### src/rtl/conv_accum_ctrl_pkg.sv
// Package conv_pkg: shared definitions for the convolution accumulate controller.
//   - default datapath dimensions and the derived accumulator width
//   - clog2 helper used for the derivation
//   - FSM state encoding (IDLE=0, ACCUM=1, OUT=2)
//   - sign_extend helper shared with the adder-array stage
// Optional feature macro consumed elsewhere: CONV_ACCUM_RELU_EN.
package conv_pkg;

  localparam int DATA_W_DEF    = 17;
  localparam int LANES_DEF     = 4;
  localparam int MAX_TERMS_DEF = 9;

  // Ceiling log2 for elaboration-time width math; clog2(1) = 0.
  function automatic int clog2(input int value);
    int r;
    int x;
    r = 0;
    x = value - 1;
    while (x > 0) begin
      r++;
      x = x >> 1;
    end
    return r;
  endfunction

  // Enough headroom that MAX_TERMS full-scale terms can never wrap.
  localparam int ACC_W_DEF = DATA_W_DEF + clog2(MAX_TERMS_DEF);

  localparam logic [1:0] IDLE  = 2'd0;
  localparam logic [1:0] ACCUM = 2'd1;
  localparam logic [1:0] OUT   = 2'd2;

  typedef enum logic [1:0] {
    ST_IDLE  = IDLE,
    ST_ACCUM = ACCUM,
    ST_OUT   = OUT
  } state_t;

  // Sign-extends the low dw bits of d to 64 bits; callers truncate to their
  // accumulator width. dw is always an elaboration constant at call sites.
  function automatic logic signed [63:0] sign_extend(input logic [63:0] d, input int dw);
    logic signed [63:0] t;
    t = $signed(d << (64 - dw));
    return t >>> (64 - dw);
  endfunction

endpackage

### src/rtl/conv_accum_ctrl_if.sv
// Interface conv_accum_ctrl_if: control, input stream and output stream of the
// convolution accumulate controller.
//   start/num_terms   window request (num_terms latched on accepted start)
//   in_valid/in_ready/in_data     LANES x DATA_W partial-product vectors
//   out_valid/out_ready/out_data  LANES x ACC_W per-lane sums
//   busy, err_len     status
// Handshake rule for both streams: a transfer happens on a rising clock edge
// where valid and ready are both high; the source holds data stable while
// valid is high and ready is low, and ready never depends on valid.
// Modports: master = window source / result sink, slave = the controller.
interface conv_accum_ctrl_if #(
  parameter int DATA_W = 17,
  parameter int LANES  = 4,
  parameter int ACC_W  = 21
);
  logic                    start;
  logic [3:0]              num_terms;
  logic                    in_valid;
  logic                    in_ready;
  logic [DATA_W*LANES-1:0] in_data;
  logic                    out_valid;
  logic                    out_ready;
  logic [ACC_W*LANES-1:0]  out_data;
  logic                    busy;
  logic                    err_len;

  modport master (
    output start, num_terms, in_valid, in_data, out_ready,
    input  in_ready, out_valid, out_data, busy, err_len
  );

  modport slave (
    input  start, num_terms, in_valid, in_data, out_ready,
    output in_ready, out_valid, out_data, busy, err_len
  );
endinterface

### src/rtl/conv_accum_lane.sv
// conv_accum_lane: one signed accumulator lane.
//   clk, reset  clock and asynchronous active-high reset
//   clr         synchronous clear (start of a window)
//   en          add d_in this cycle (input handshake)
//   d_in        DATA_W two's-complement term
//   acc         ACC_W running sum
module conv_accum_lane
  import conv_pkg::*;
#(
  parameter int DATA_W = 17,
  parameter int ACC_W  = 21
) (
  input  logic              clk,
  input  logic              reset,
  input  logic              clr,
  input  logic              en,
  input  logic [DATA_W-1:0] d_in,
  output logic [ACC_W-1:0]  acc
);

  logic [ACC_W-1:0] d_ext;

  assign d_ext = ACC_W'(sign_extend(64'(d_in), DATA_W));

  always_ff @(posedge clk or posedge reset) begin
    if (reset) begin
      acc <= '0;
    end else if (clr) begin
      acc <= '0;
    end else if (en) begin
      acc <= acc + d_ext;
    end
  end

endmodule

### src/rtl/conv_accum_ctrl.sv
// conv_accum_ctrl: sequences a LANES-wide accumulate over one convolution window.
// Accepts num_terms input vectors, sums them per lane with no wrap, and holds
// the widened sums on the output stream until consumed.
// Ports:
//   clk        rising-edge clock
//   reset      asynchronous, active-high; aborts any window in progress
//   bus        conv_accum_ctrl_if.slave (start/num_terms, in_*, out_*, busy, err_len)
//   dbg_state  current FSM state
// Build option: CONV_ACCUM_RELU_EN clamps negative lane sums to zero on out_data.
module conv_accum_ctrl
  import conv_pkg::*;
#(
  parameter int DATA_W    = DATA_W_DEF,
  parameter int LANES     = LANES_DEF,
  parameter int MAX_TERMS = MAX_TERMS_DEF,
  localparam int ACC_W    = DATA_W + clog2(MAX_TERMS)
) (
  input  logic              clk,
  input  logic              reset,
  conv_accum_ctrl_if.slave  bus,
  output state_t            dbg_state
);

  localparam logic [3:0] MAX_T = 4'(MAX_TERMS);

  state_t     state_q, state_d;
  logic [3:0] count_q;
  logic [3:0] terms_q;
  logic       err_q;

  logic       len_ok;
  logic       start_acc;
  logic       start_bad;
  logic       in_fire;
  logic       last_term;
  logic       out_fire;

  logic [ACC_W-1:0] acc [LANES];

  assign len_ok    = (bus.num_terms != 4'd0) && (bus.num_terms <= MAX_T);
  assign start_acc = (state_q == ST_IDLE) && bus.start && len_ok;
  assign start_bad = (state_q == ST_IDLE) && bus.start && !len_ok;
  assign in_fire   = (state_q == ST_ACCUM) && bus.in_valid;
  assign last_term = (count_q == terms_q - 4'd1);
  assign out_fire  = (state_q == ST_OUT) && bus.out_ready;

  always_ff @(posedge clk or posedge reset) begin
    if (reset) begin
      state_q <= ST_IDLE;
    end else begin
      state_q <= state_d;
    end
  end

  always_comb begin
    state_d = state_q;
    case (state_q)
      ST_IDLE:  if (start_acc) state_d = ST_ACCUM;
      ST_ACCUM: if (in_fire && last_term) state_d = ST_OUT;
      ST_OUT:   if (out_fire) state_d = ST_IDLE;
      default:  state_d = ST_IDLE;
    endcase
  end

  always_ff @(posedge clk or posedge reset) begin
    if (reset) begin
      count_q <= '0;
      terms_q <= '0;
      err_q   <= 1'b0;
    end else begin
      err_q <= start_bad;
      if (start_acc) begin
        count_q <= '0;
        terms_q <= bus.num_terms;
      end else if (in_fire) begin
        count_q <= count_q + 4'd1;
      end
    end
  end

  // Stream flags are pure decodes of the state register, so in_ready rises the
  // cycle after an accepted start and falls on the edge of the last accept.
  assign bus.in_ready  = (state_q == ST_ACCUM);
  assign bus.out_valid = (state_q == ST_OUT);
  assign bus.busy      = (state_q != ST_IDLE);
  assign bus.err_len   = err_q;
  assign dbg_state     = state_q;

  // Accumulators are frozen outside ACCUM, so they double as the output register.
  for (genvar i = 0; i < LANES; i++) begin : g_lane
    conv_accum_lane #(
      .DATA_W (DATA_W),
      .ACC_W  (ACC_W)
    ) u_lane (
      .clk   (clk),
      .reset (reset),
      .clr   (start_acc),
      .en    (in_fire),
      .d_in  (bus.in_data[i*DATA_W +: DATA_W]),
      .acc   (acc[i])
    );

`ifdef CONV_ACCUM_RELU_EN
    assign bus.out_data[i*ACC_W +: ACC_W] = acc[i][ACC_W-1] ? '0 : acc[i];
`else
    assign bus.out_data[i*ACC_W +: ACC_W] = acc[i];
`endif
  end

endmodule
### src/flat_wrapper.sv
// flat-port wrapper written by rule: the top's interface ports become plain ports
module conv_accum_ctrl_flat import conv_pkg::*;
#(
  parameter int DATA_W    = DATA_W_DEF,
  parameter int LANES     = LANES_DEF,
  parameter int MAX_TERMS = MAX_TERMS_DEF,
  localparam int ACC_W    = DATA_W + clog2(MAX_TERMS)
)
  (clk, reset, dbg_state, bus_start, bus_num_terms, bus_in_valid, bus_in_data, bus_out_ready, bus_in_ready, bus_out_valid, bus_out_data, bus_busy, bus_err_len);
  conv_accum_ctrl_if #(.DATA_W(DATA_W), .LANES(LANES)) bus_i ();
  input  logic clk;
  input  logic reset;
  output state_t dbg_state;
  input wire logic [$bits(bus_i.start)-1:0] bus_start;
  input wire logic [$bits(bus_i.num_terms)-1:0] bus_num_terms;
  input wire logic [$bits(bus_i.in_valid)-1:0] bus_in_valid;
  input wire logic [$bits(bus_i.in_data)-1:0] bus_in_data;
  input wire logic [$bits(bus_i.out_ready)-1:0] bus_out_ready;
  output wire logic [$bits(bus_i.in_ready)-1:0] bus_in_ready;
  output wire logic [$bits(bus_i.out_valid)-1:0] bus_out_valid;
  output wire logic [$bits(bus_i.out_data)-1:0] bus_out_data;
  output wire logic [$bits(bus_i.busy)-1:0] bus_busy;
  output wire logic [$bits(bus_i.err_len)-1:0] bus_err_len;
  assign bus_i.start = bus_start;
  assign bus_i.num_terms = bus_num_terms;
  assign bus_i.in_valid = bus_in_valid;
  assign bus_i.in_data = bus_in_data;
  assign bus_i.out_ready = bus_out_ready;
  assign bus_in_ready = bus_i.in_ready;
  assign bus_out_valid = bus_i.out_valid;
  assign bus_out_data = bus_i.out_data;
  assign bus_busy = bus_i.busy;
  assign bus_err_len = bus_i.err_len;
  conv_accum_ctrl #(.DATA_W(DATA_W), .LANES(LANES), .MAX_TERMS(MAX_TERMS)) u_core (.clk(clk), .reset(reset), .bus(bus_i), .dbg_state(dbg_state));
endmodule
### config.mk
export PLATFORM = sky130hd
export DESIGN_NAME = conv_accum_ctrl_flat
export DESIGN_NICKNAME = d
export VERILOG_FILES = /design/src/rtl/conv_accum_ctrl_pkg.sv /design/src/rtl/conv_accum_ctrl_if.sv /design/src/rtl/conv_accum_lane.sv /design/src/rtl/conv_accum_ctrl.sv /design/src/flat_wrapper.sv
export SDC_FILE = /design/constraint.sdc
export NUM_CORES = 1
export LEC_CHECK = 0
export BUFFER_PORTS_ARGS = -buffer_cell sky130_fd_sc_hd__buf_2
export CORE_AREA = 2 2 189 117
export CTS_CLUSTER_DIAMETER = 60
export DETAILED_ROUTE_END_ITERATION = 10
export DIE_AREA = 0 0 191 119
export PLACE_DENSITY_LB_ADDON = 0.1
export SLEW_MARGIN = 20
export SYNTH_ARGS = -nofsm -noshare
export SYNTH_HDL_FRONTEND = slang
export SYNTH_SLANG_ARGS = --single-unit
### constraint.sdc
create_clock -name clk -period 4.75 [get_ports clk]
set_input_delay 0.95 -clock clk [delete_from_list [all_inputs] [get_ports clk]]
set_output_delay 0.95 -clock clk [all_outputs]
set_load 0.01 [all_outputs]
* Word level (Yosys, flattened, before mapping)
Index checks and enable logic that the tools add are counted.
** Storage, ports and cells
- Flip-flop bits (word level) :: 95
- Latch bits :: 0
- Memory bits (writable) :: 0
- ROM bits :: 0
- Input port bits :: 77
- Word-level logic and storage cells :: 48
- Memories kept :: 0
** Operators by class
- $add $sub $neg :: 6
- Multipliers :: 0
- Divide/modulo/power cells :: 0
- Magnitude comparators :: 1
- Equal/unequal tests :: 6
- Shift operators :: 0
- Multiplexer cells :: 14
- Bitwise gates (word level) :: 0
- Reductions and logical operators :: 13
** Operators by type and width (number)
- 21-bit two-way mux :: 8
- 21-bit adder :: 4
- 4-bit two-way mux :: 2
- 1-bit logical AND :: 7
- 2-bit two-way mux :: 3
- 2-bit one-hot mux with 3 select lines :: 1
- 4-bit by 1-bit adder with 4-bit output, second input constant :: 1
- 4-bit == test :: 1
- 4-bit less-or-equal comparator, second input constant :: 1
- 2-bit by 1-bit inequality test with 1-bit output, second input constant :: 2
- 2-bit nonzero test :: 2
- 4-bit nonzero test :: 1
- 4-bit by 1-bit subtractor with 4-bit output, second input constant :: 1
- 3-bit AND reduction :: 1
- 2-bit by 1-bit == test with 1-bit output, second input constant :: 1
- 2-bit == test, second input constant :: 1
- 2-bit logical NOT :: 1
- 2-bit inequality test, second input constant :: 1
- 1-bit logical NOT :: 1

* Logic depth before layout (Yosys ltp)
Gate-level depths: netlist of the first run.
- Depth in word-level cells :: 5
- Depth in mapped cells :: 12
- Depth with buffers taken out :: 12

* Modules after synthesis
From an unflattened synthesis of the first run, not the netlist that was laid out.
** Second synthesis, totals
- Cells, all modules :: 954
- Area, all modules :: 8466.9 um^2
** By module, submodules not included
- conv_accum_lane (u_core.g_lane[0].u_lane ...) :: times used 2, cells each 233, area each 2013.2 um^2, seq. area each 525.5 um^2
- conv_accum_lane (u_core.g_lane[2].u_lane ...) :: times used 2, cells each 216, area each 1909.3 um^2, seq. area each 525.5 um^2
- conv_accum_ctrl :: times used 1, cells each 56, area each 621.8 um^2, seq. area each 275.3 um^2

* Worst setup path before layout of the first run
Ideal clock, no wire load.
- Kind :: input to register
- Start point :: input bus_in_data[51]
- End point :: register u_core.g_lane[3].u_lane.acc[20]
- Arrival :: 3.043 ns
- Required time :: 4.671 ns
- Slack :: 1.628 ns
- Stages :: 12
- Cells stage by stage :: ha_1 > inv_1 > fa_1 > nor2b_1 > o31ai_1 > a21oi_1 > a221o_1 > a21bo_2 > a21oi_1 > or4b_1 > nand3_1 > mux2i_1
** Between the ends
- Longest elaborated chain between the ends :: 3
** RTL lines
- start, declared :: RTL line flat_wrapper.sv:17 : input wire logic [$bits(bus_i.in_data)-1:0] bus_in_data;
- 21-bit adder :: RTL line conv_accum_lane.sv:31 : acc <= acc + d_ext;
- 21-bit two-way mux :: RTL line conv_accum_lane.sv:30 : end else if (en) begin
- 21-bit two-way mux :: RTL line conv_accum_lane.sv:28 : end else if (clr) begin
- end signal, assigned :: RTL line conv_accum_lane.sv:31
- end, declared :: RTL line conv_accum_lane.sv:18 : output logic [ACC_W-1:0] acc
No other way between the ends. The select of a mux whose other input is x is not followed.
A chain may end at the register's enable or synchronous reset.

* Worst setup path in the final report of the first run
- Start point :: input bus_in_data[0]
- End point :: register u_core.g_lane[0].u_lane.acc[20]
** Between the ends
- Longest elaborated chain between the ends :: 3
** RTL lines (RTL line)
- 21-bit adder :: conv_accum_lane.sv:31
- 21-bit two-way mux :: conv_accum_lane.sv:30
- 21-bit two-way mux :: conv_accum_lane.sv:28
- end signal, assigned :: conv_accum_lane.sv:31
- end, declared :: conv_accum_lane.sv:18
No other way between the ends. The select of a mux whose other input is x is not followed.

==> results of run 1 <==
## power breakdown
part | leakage [nW] | switching (mW) | internal [mW] | total, mW
registers | 1.19 | 0.321 | 1.20 | 1.52
clock network | 0.131 | 0.338 | 0.365 | 0.702
logic | 3.03 | 2.10 | 1.59 | 3.69
total | 4.35 | 2.76 | 3.15 | 5.91
## registers in the layout, indices dropped and copies added, names as in the netlist
signal,count
u_core.g_lane.u_lane.acc,84
u_core.count_q,4
u_core.terms_q,4
u_core.dbg_state,2
u_core.bus.err_len,1
## area by class of cell
| class | count | area (µm²) | area share (%) |
|---|---|---|---|
| clock inverters | 4 | 22.5 | 0.261 |
| flip-flops and latches | 95 | 2380 | 27.5 |
| clock buffers | 11 | 243 | 2.81 |
| inverters | 35 | 136 | 1.58 |
| multi-input cells | 658 | 4620 | 53.5 |
| well taps | 286 | 358 | 4.15 |
| repair buffers | 172 | 876 | 10.1 |
## kinds of logic (layout without fill, tap and decap cells)
family	after synthesis	in the layout	synth area share, %
xor gates and xnor gates	70	70	8.49
buffers and inverters	61	222	3.41
adders and majority gates	86	86	15.3
DFF	95	95	32.9
and+or+nand+nor	228	228	15.3
muxes	6	6	0.831
AOI/OAI and AO/OA	268	268	23.7
## metal layers
metal / share of wire [%] / global-route usage, % / vias to the layer above / wire length (µm)
li1: - / - / 3277 / -
met1: 56 / 27.9 / 2950 / 11000
met2: 38 / 24.1 / 116 / 7540
met3: 5.3 / 4.63 / 9 / 1040
met4: 0.82 / 3.63 / 0 / 161
met5: 0 / 0 / - / 0
## final timing paths
check / cells after the start / to / slack (ns)
worst max-delay path: 13 / u_core.g_lane[0].u_lane.acc[20] / 1.57
worst min-delay path: 1 / u_core.g_lane[0].u_lane.acc[20] / 0.47
worst max register to register: 12 / u_core.g_lane[0].u_lane.acc[20] / 1.82
worst min register to register: 1 / u_core.g_lane[0].u_lane.acc[20] / 0.47
max in group asynchronous: 3 / u_core.g_lane[2].u_lane.acc[2] / 3.20
min in group asynchronous: 2 / u_core.g_lane[3].u_lane.acc[2] / 0.75
## placed cells by master, fill, tap and decap left out, types with 26 or more instances in the layout
master and count:
sky130_fd_sc_hd__ha_1 82, sky130_fd_sc_hd__nor2_1 33, sky130_fd_sc_hd__o21ai_0 99, sky130_fd_sc_hd__dfrtp_1 95, sky130_fd_sc_hd__a21oi_1 52, sky130_fd_sc_hd__nand2_1 72, sky130_fd_sc_hd__inv_1 34, sky130_fd_sc_hd__buf_2 166
sky130_fd_sc_hd__a21o_1 26, sky130_fd_sc_hd__nand3_1 55, sky130_fd_sc_hd__xor2_1 45
## Yosys cell counts (4+ instances only)
cell	instances	area, µm²
sky130_fd_sc_hd__inv_1	35	131
sky130_fd_sc_hd__nor2_1	34	128
sky130_fd_sc_hd__mux2i_1	6	60.1
sky130_fd_sc_hd__fa_1	4	80.1
sky130_fd_sc_hd__nand4_1	6	37.5
sky130_fd_sc_hd__o31ai_1	4	30.0
sky130_fd_sc_hd__xor2_1	45	394
sky130_fd_sc_hd__nand3_1	56	280
sky130_fd_sc_hd__a21oi_2	4	35.0
sky130_fd_sc_hd__a31oi_1	11	68.8
sky130_fd_sc_hd__o21ai_0	99	495
sky130_fd_sc_hd__ha_1	82	1030
sky130_fd_sc_hd__a21o_2	4	35.0
sky130_fd_sc_hd__and3_2	4	30.0
sky130_fd_sc_hd__clkbuf_1	24	90.1
sky130_fd_sc_hd__nor2b_1	6	37.5
sky130_fd_sc_hd__o21a_1	8	60.1
sky130_fd_sc_hd__and3_1	6	37.5
sky130_fd_sc_hd__nor3_1	13	65.1
sky130_fd_sc_hd__a211o_1	4	35.0
sky130_fd_sc_hd__a211oi_1	6	45.0
sky130_fd_sc_hd__o21bai_1	9	67.6
sky130_fd_sc_hd__and2_1	4	25.0
sky130_fd_sc_hd__nand2_1	73	274
sky130_fd_sc_hd__dfrtp_1	95	2380
sky130_fd_sc_hd__a21oi_1	52	260
sky130_fd_sc_hd__nand2b_1	10	62.6
sky130_fd_sc_hd__xnor2_1	25	219
sky130_fd_sc_hd__a21o_1	26	195
sky130_fd_sc_hd__a22o_1	4	35.0
==> flow_metrics.py, run 1 <==
metrics = {
    "status": {
        "run_status": "finished clean",
    },
    "synthesis": {
        "synth-seq-cells": 95,
        "synth_cells": 814,
        "proportion_of_register_bits_with_asynchronous_set_or_reset_after_synthesis_pct": 100,
        "yosys_warnings": 0,
        "netlist-cell-type-count": 67,
        "synth_seq_area_share_pct": 32.9,
        "syn_area_um2": 7220,
        "synthesized_net_count": 977,
        "number_of_synthesized_flops_with_an_enable_pin": 0,
        "synth_ff_type": "sky130_fd_sc_hd__dfrtp_1",
        "postSynthAreaPerCell_um2": 8.87,
    },
    "clocking": {
        "postCtsSetupBuffers": 0,
        "clkSinkCount": 95,
        "cts_tree": "done",
        "cts.hold.buffers_added": 0,
        "htree_num_levels": 3,
        "cts_inserted_buffers": 9,
        "clock-root-buffer": "sky130_fd_sc_hd__clkbuf_16",
        "clock_tree.buffer_depth": 2,
        "ctsResizeCount": 0,
        "worst_setup_hold_path_clk_slew_ns": 0.07,
        "clock_latency_ns": 0.36,
    },
    "power_and_ir_drop": {
        "ir_drop_mv": 0.270,
        "pwr_density_cell_nw_per_um2": 685,
        "power_leakage_nw": 4.35,
        "report.power.total_mw": 5.91,
    },
    "global_routing": {
        "gr-usage-all-layers_pct": 17.9,
        "grt_first_pass_wirelength_mm": 32.1,
        "vias_in_the_first_global_route": 5978,
        "grt_start_max_net_pins": 73,
        "grt_overflow": 0,
        "antenna_found_initial": 0,
    },
    "critical_path": {
        "timing.critical_path.slowest_cell_delay_ns": 0.41,
        "crit_family": "compound AO/OA/AOI/OAI gates",
        "worst-endpoint-required_ns": 4.99,
        "crit_path_top_delay_cell": "sky130_fd_sc_hd__o31ai_1",
        "timing.critical_path.from_type": "input pin",
        "cell_repeated_most_along_the_worst_path": "sky130_fd_sc_hd__mux2i_1",
        "critical_path_arrival_ns": 3.42,
        "endpoint_kind": "register",
        "startpoint": "bus_in_data[0]",
        "timing.critical_path.cells": "buf_2 > ha_1 > inv_1 > fa_1 > nor2b_1 > o31ai_2 > a211oi_1 > o31ai_1 > o21bai_1 > a41oi_1 > mux2i_1 > nand2_1 > mux2i_1",
        "critPathBufInv": 2,
        "crit-reg2reg-launch": "u_core.g_lane[0].u_lane.acc[0]",
        "crit_path_max_fanout": 4,
        "criticalPathCategory": "in -> reg",
    },
    "timing": {
        "final_min_period_over_clock_period_pct": 66.9,
        "max_clock_freq_mhz": 315,
        "hold_violations": 0,
        "drv_slew": 0,
        "fin_worst_skew_ns": 0.00725,
        "worst_case_hold_slack_ns": 0.465,
        "worstMarginPinSlew_ns": 0.996,
        "final_number_of_setup_violating_endpoints": 0,
        "fin_tns_setup_ns": 0,
        "timing.final.ws_setup_ns": 1.57,
        "grt_setup_unrepaired": "no",
        "period_minus_slack_ns": 3.18,
        "relSlewSlack_pct": 33.4,
    },
    "placed_design": {
        "post-dp-hpwl_mm": 14.3,
        "weighted_congestion_reported_at_the_end_of_routability_driven_placement": 0.831,
        "dp_slack_ns": 1.19,
        "io_buffers": 166,
        "dpl-instance-area_um2": 8360,
        "post-place-cells": 1246,
    },
    "route": {
        "drc": 0,
        "drt_iter0_markers": 318,
        "wl_mm": 19.7,
        "route.vias.total": 6352,
        "drt-pass1-iter-count": 4,
        "drtAntennaViolNets": 0,
        "routed_via_density": 5.04,
        "avgRoutedWirePerCell_um": 15.6,
    },
    "floorplan": {
        "initial_core_util_pct": 33.9,
        "die_width_um": 191,
        "die_height_um": 119,
        "core_outline_area_um2": 21300,
        "floorplan.die_area_um2": 22700,
        "rows": 42,
        "boundaryPins": 167,
    },
    "final_layout": {
        "fillers": 2199,
        "antenna_cells_inserted": 0,
        "fin_util_pct": 40.6,
        "final_cell_count_no_fill": 1261,
        "final_design_area_no_fill_um2": 8630,
        "fin_nets": 1134,
        "area_growth_pct": 19.5,
        "layout-drive-gt1-share_pct": 22.4,
    },
    "flow_run": {
        "cap_viol_max_count": 0,
    },
    "hold_path": {
        "hold_class": "reg -> reg",
        "worstHoldStart": "u_core.g_lane[0].u_lane.acc[20]",
    },
}
(Power assumes the default switching activity.)
==> run 2, diff against run 1 <==
==> constraint.sdc (replaced) <==
create_clock -name clk -period 2.9 [get_ports clk]
set_input_delay 0.58 -clock clk [delete_from_list [all_inputs] [get_ports clk]]
set_output_delay 0.58 -clock clk [all_outputs]
set_load 0.01 [all_outputs]
==> run 2 against run 1 <==
  * Cell count up 4.9%
  * Register-to-register slack worse by 1.6 ns
  * Total power up 76%
  * Clock power up 88%
  * Global-route usage up 0.42 points
  * First-iteration DRC count down 13%
  * Clock-buffer cell count down 2
  * Wire length up 2.6%
  * Combinational power up 79%
  * Largest power group unchanged
==> flow_metrics.py, run 2 (synthesis gave the netlist of run 1 again) <==
metrics = {
    "status": {
        "run_status": "finished clean",
    },
    "power_and_ir_drop": {
        "power_frac_comb_pct": 63.4,
        "ir_drop_mv": 0.424,
        "cellInternalPower_mw": 5.77,
        "switching_share_pct": 44.6,
        "share_seq_of_total_power_pct": 23.9,
        "report.power.total_mw": 10.4,
        "net-switching-power_mw": 4.64,
        "pwr_density_cell_nw_per_um2": 1130,
        "power.clock.fraction_pct": 12.7,
        "power_leakage_nw": 4.70,
    },
    "floorplan": {
        "initial_core_util_pct": 33.9,
        "die_height_um": 119,
        "rows": 42,
        "core_outline_area_um2": 21300,
        "die_width_um": 191,
        "floorplan.die_area_um2": 22700,
        "boundaryPins": 167,
    },
    "critical_path": {
        "startpoint": "u_core.g_lane[3].u_lane.acc[0]",
        "crit-reg2reg-launch": "u_core.g_lane[3].u_lane.acc[0]",
        "criticalPathCategory": "reg -> reg",
        "critical_path_arrival_ns": 3.00,
        "endpoint_kind": "register",
        "worst-endpoint-required_ns": 3.18,
        "crit_path_max_fanout": 3,
        "timing.critical_path.from_type": "register",
    },
    "hold_path": {
        "hold_class": "in -> async",
    },
    "global_routing": {
        "vias_in_the_first_global_route": 6285,
        "grt_start_max_net_pins": 49,
        "gr-usage-all-layers_pct": 18.3,
        "antenna_found_initial": 0,
        "grt_overflow": 0,
        "grt_first_pass_wirelength_mm": 33.0,
    },
    "final_layout": {
        "register_with_the_most_flip_flops": "u_core.g_lane.u_lane.acc",
        "antenna_cells_inserted": 0,
        "fillers": 2148,
        "multiInputGateArea_um2": 4630,
        "reg_top3": "u_core.g_lane.u_lane.acc (84), u_core.count_q (4), u_core.terms_q (4)",
        "sequential_cell_area_um2": 2380,
        "layout-drive-gt1-share_pct": 27.5,
        "fin_nets": 1195,
        "number_of_flip_flops_under_the_largest_register_name": 84,
        "area_growth_pct": 27.6,
        "final_design_area_no_fill_um2": 9210,
        "layout_commonest_cell": "sky130_fd_sc_hd__buf_2",
        "final_cell_mix": "sky130_fd_sc_hd__buf_2 (166), sky130_fd_sc_hd__o21ai_0 (99), sky130_fd_sc_hd__dfrtp_1 (95), sky130_fd_sc_hd__ha_1 (82), sky130_fd_sc_hd__nand2_1 (72)",
        "final_cell_count_no_fill": 1323,
    },
    "placed_design": {
        "weighted_congestion_reported_at_the_end_of_routability_driven_placement": 0.813,
        "post-place-cells": 1306,
        "post-dp-hpwl_mm": 15.3,
        "io_buffers": 166,
        "dpl-instance-area_um2": 8880,
    },
    "route": {
        "drt-pass1-iter-count": 4,
        "drtAntennaViolNets": 0,
        "routed_via_density": 4.94,
        "route.vias.total": 6534,
        "drc": 0,
        "avgRoutedWirePerCell_um": 15.3,
        "wl_mm": 20.2,
        "drt_iter0_markers": 277,
    },
    "timing": {
        "final_min_period_over_clock_period_pct": 93.7,
        "max_clock_freq_mhz": 368,
        "period_minus_slack_ns": 2.72,
        "worst_case_hold_slack_ns": 0.348,
        "worstMarginPinSlew_ns": 0.943,
        "final_number_of_setup_violating_endpoints": 0,
        "relSlewSlack_pct": 37.0,
        "fin_worst_skew_ns": 0.00541,
        "hold_violations": 0,
        "drv_slew": 0,
    },
    "flow_run": {
        "cap_viol_max_count": 0,
    },
    "clocking": {
        "clkSinkCount": 95,
        "htree_num_levels": 3,
        "cts_inserted_buffers": 9,
        "cts_tree": "done",
        "clock_tree.buffer_depth": 2,
        "worst_setup_hold_path_clk_slew_ns": 0.07,
        "cts.hold.buffers_added": 0,
        "clock-root-buffer": "sky130_fd_sc_hd__clkbuf_16",
        "clock_latency_ns": 0.36,
    },
}
==> run 2: cell count changes in the layout (fill, tap and decap cells not counted), sizes merged <==
cell / previous run / this run
buf: 172 / 233
bufinv: 0 / 2
clkbuf: 11 / 9
clkinv: 3 / 4
clkinvlp: 1 / 2
inv: 35 / 34
==> run 2: cell type report <==
| type | instances | area share (%) |
|---|---|---|
| clock buffer | 9 | 2.44 |
| timing repair buffer | 233 | 15.2 |
| tap | 286 | 3.88 |
| inverter | 35 | 1.47 |
| sequential | 95 | 25.8 |
| clock inverter | 7 | 0.951 |
| multi-input combinational | 658 | 50.3 |
==> run 2: path summary, 6_finish.rpt <==
path / depth (start not counted) / slack (ns) / to
hold reg to reg: 1 / 0.47 / u_core.g_lane[0].u_lane.acc[20]
setup / recovery: 12 / 0.18 / u_core.g_lane[3].u_lane.acc[20]
min in group clk: 2 / 0.41 / u_core.dbg_state[1]
max in group asynchronous: 3 / 1.83 / u_core.g_lane[2].u_lane.acc[9]
hold / removal: 2 / 0.35 / u_core.g_lane[0].u_lane.acc[14]
setup reg to reg: 12 / 0.18 / u_core.g_lane[3].u_lane.acc[20]
==> run 2: worst max-delay path: stages, from the launching register on <==
cell,delay [ns]
sky130_fd_sc_hd__dfrtp_1,0.38
sky130_fd_sc_hd__ha_1,0.18
sky130_fd_sc_hd__inv_1,0.05
sky130_fd_sc_hd__fa_1,0.40
sky130_fd_sc_hd__nor2b_2,0.14
sky130_fd_sc_hd__o31ai_1,0.10
sky130_fd_sc_hd__a21oi_1,0.19
sky130_fd_sc_hd__a221o_1,0.21
sky130_fd_sc_hd__a21bo_2,0.15
sky130_fd_sc_hd__a21oi_1,0.09
sky130_fd_sc_hd__or4b_1,0.47
sky130_fd_sc_hd__nand3_1,0.11
sky130_fd_sc_hd__mux2i_1,0.18
==> run 2: what timing repair did <==
item                                    CTS  global route
endpoints found under the setup margin    0             3
resized for setup                         0             5
setup buffers                             0             1
==> run 2: power groups by stage <==
| stage | registers, mW | logic [mW] | clock network [mW] |
|---|---|---|---|
| 4_1_cts | 2.49 | 6.63 | 1.38 |
| 3_3_place_gp | 2.52 | 6.62 | 0 |
| 5_1_grt | 2.59 | 7.45 | 1.44 |
| 2_1_floorplan | 2.68 | 4.17 | 0 |
| 6_report | 2.49 | 6.60 | 1.32 |
| 3_5_place_dp | 2.51 | 6.59 | 0 |
==> run 2: metrics by stage <==
step | setup TNS [ns] | utilization, % | setup slack, ns
finish | 0 | 43.3 | 0.183
global route | -0.0158 | 43.3 | -0.0158
CTS | 0 | 43.2 | 0.0794
detailed placement | -0.596 | 41.7 | -0.160
global placement | -0.178 | 41.7 | -0.0844
floorplan | 0 | - | 0.148
==> run 2: per-layer routing <==
layer	part of all wire [%]	up-vias	GRT usage (%)	wire (µm)
met4	0.61	0	3.49	123
met5	0	-	0	0
li1	-	3403	-	-
met1	56	3007	29.2	11400
met3	5.2	9	4.54	1040
met2	38	115	24.3	7690
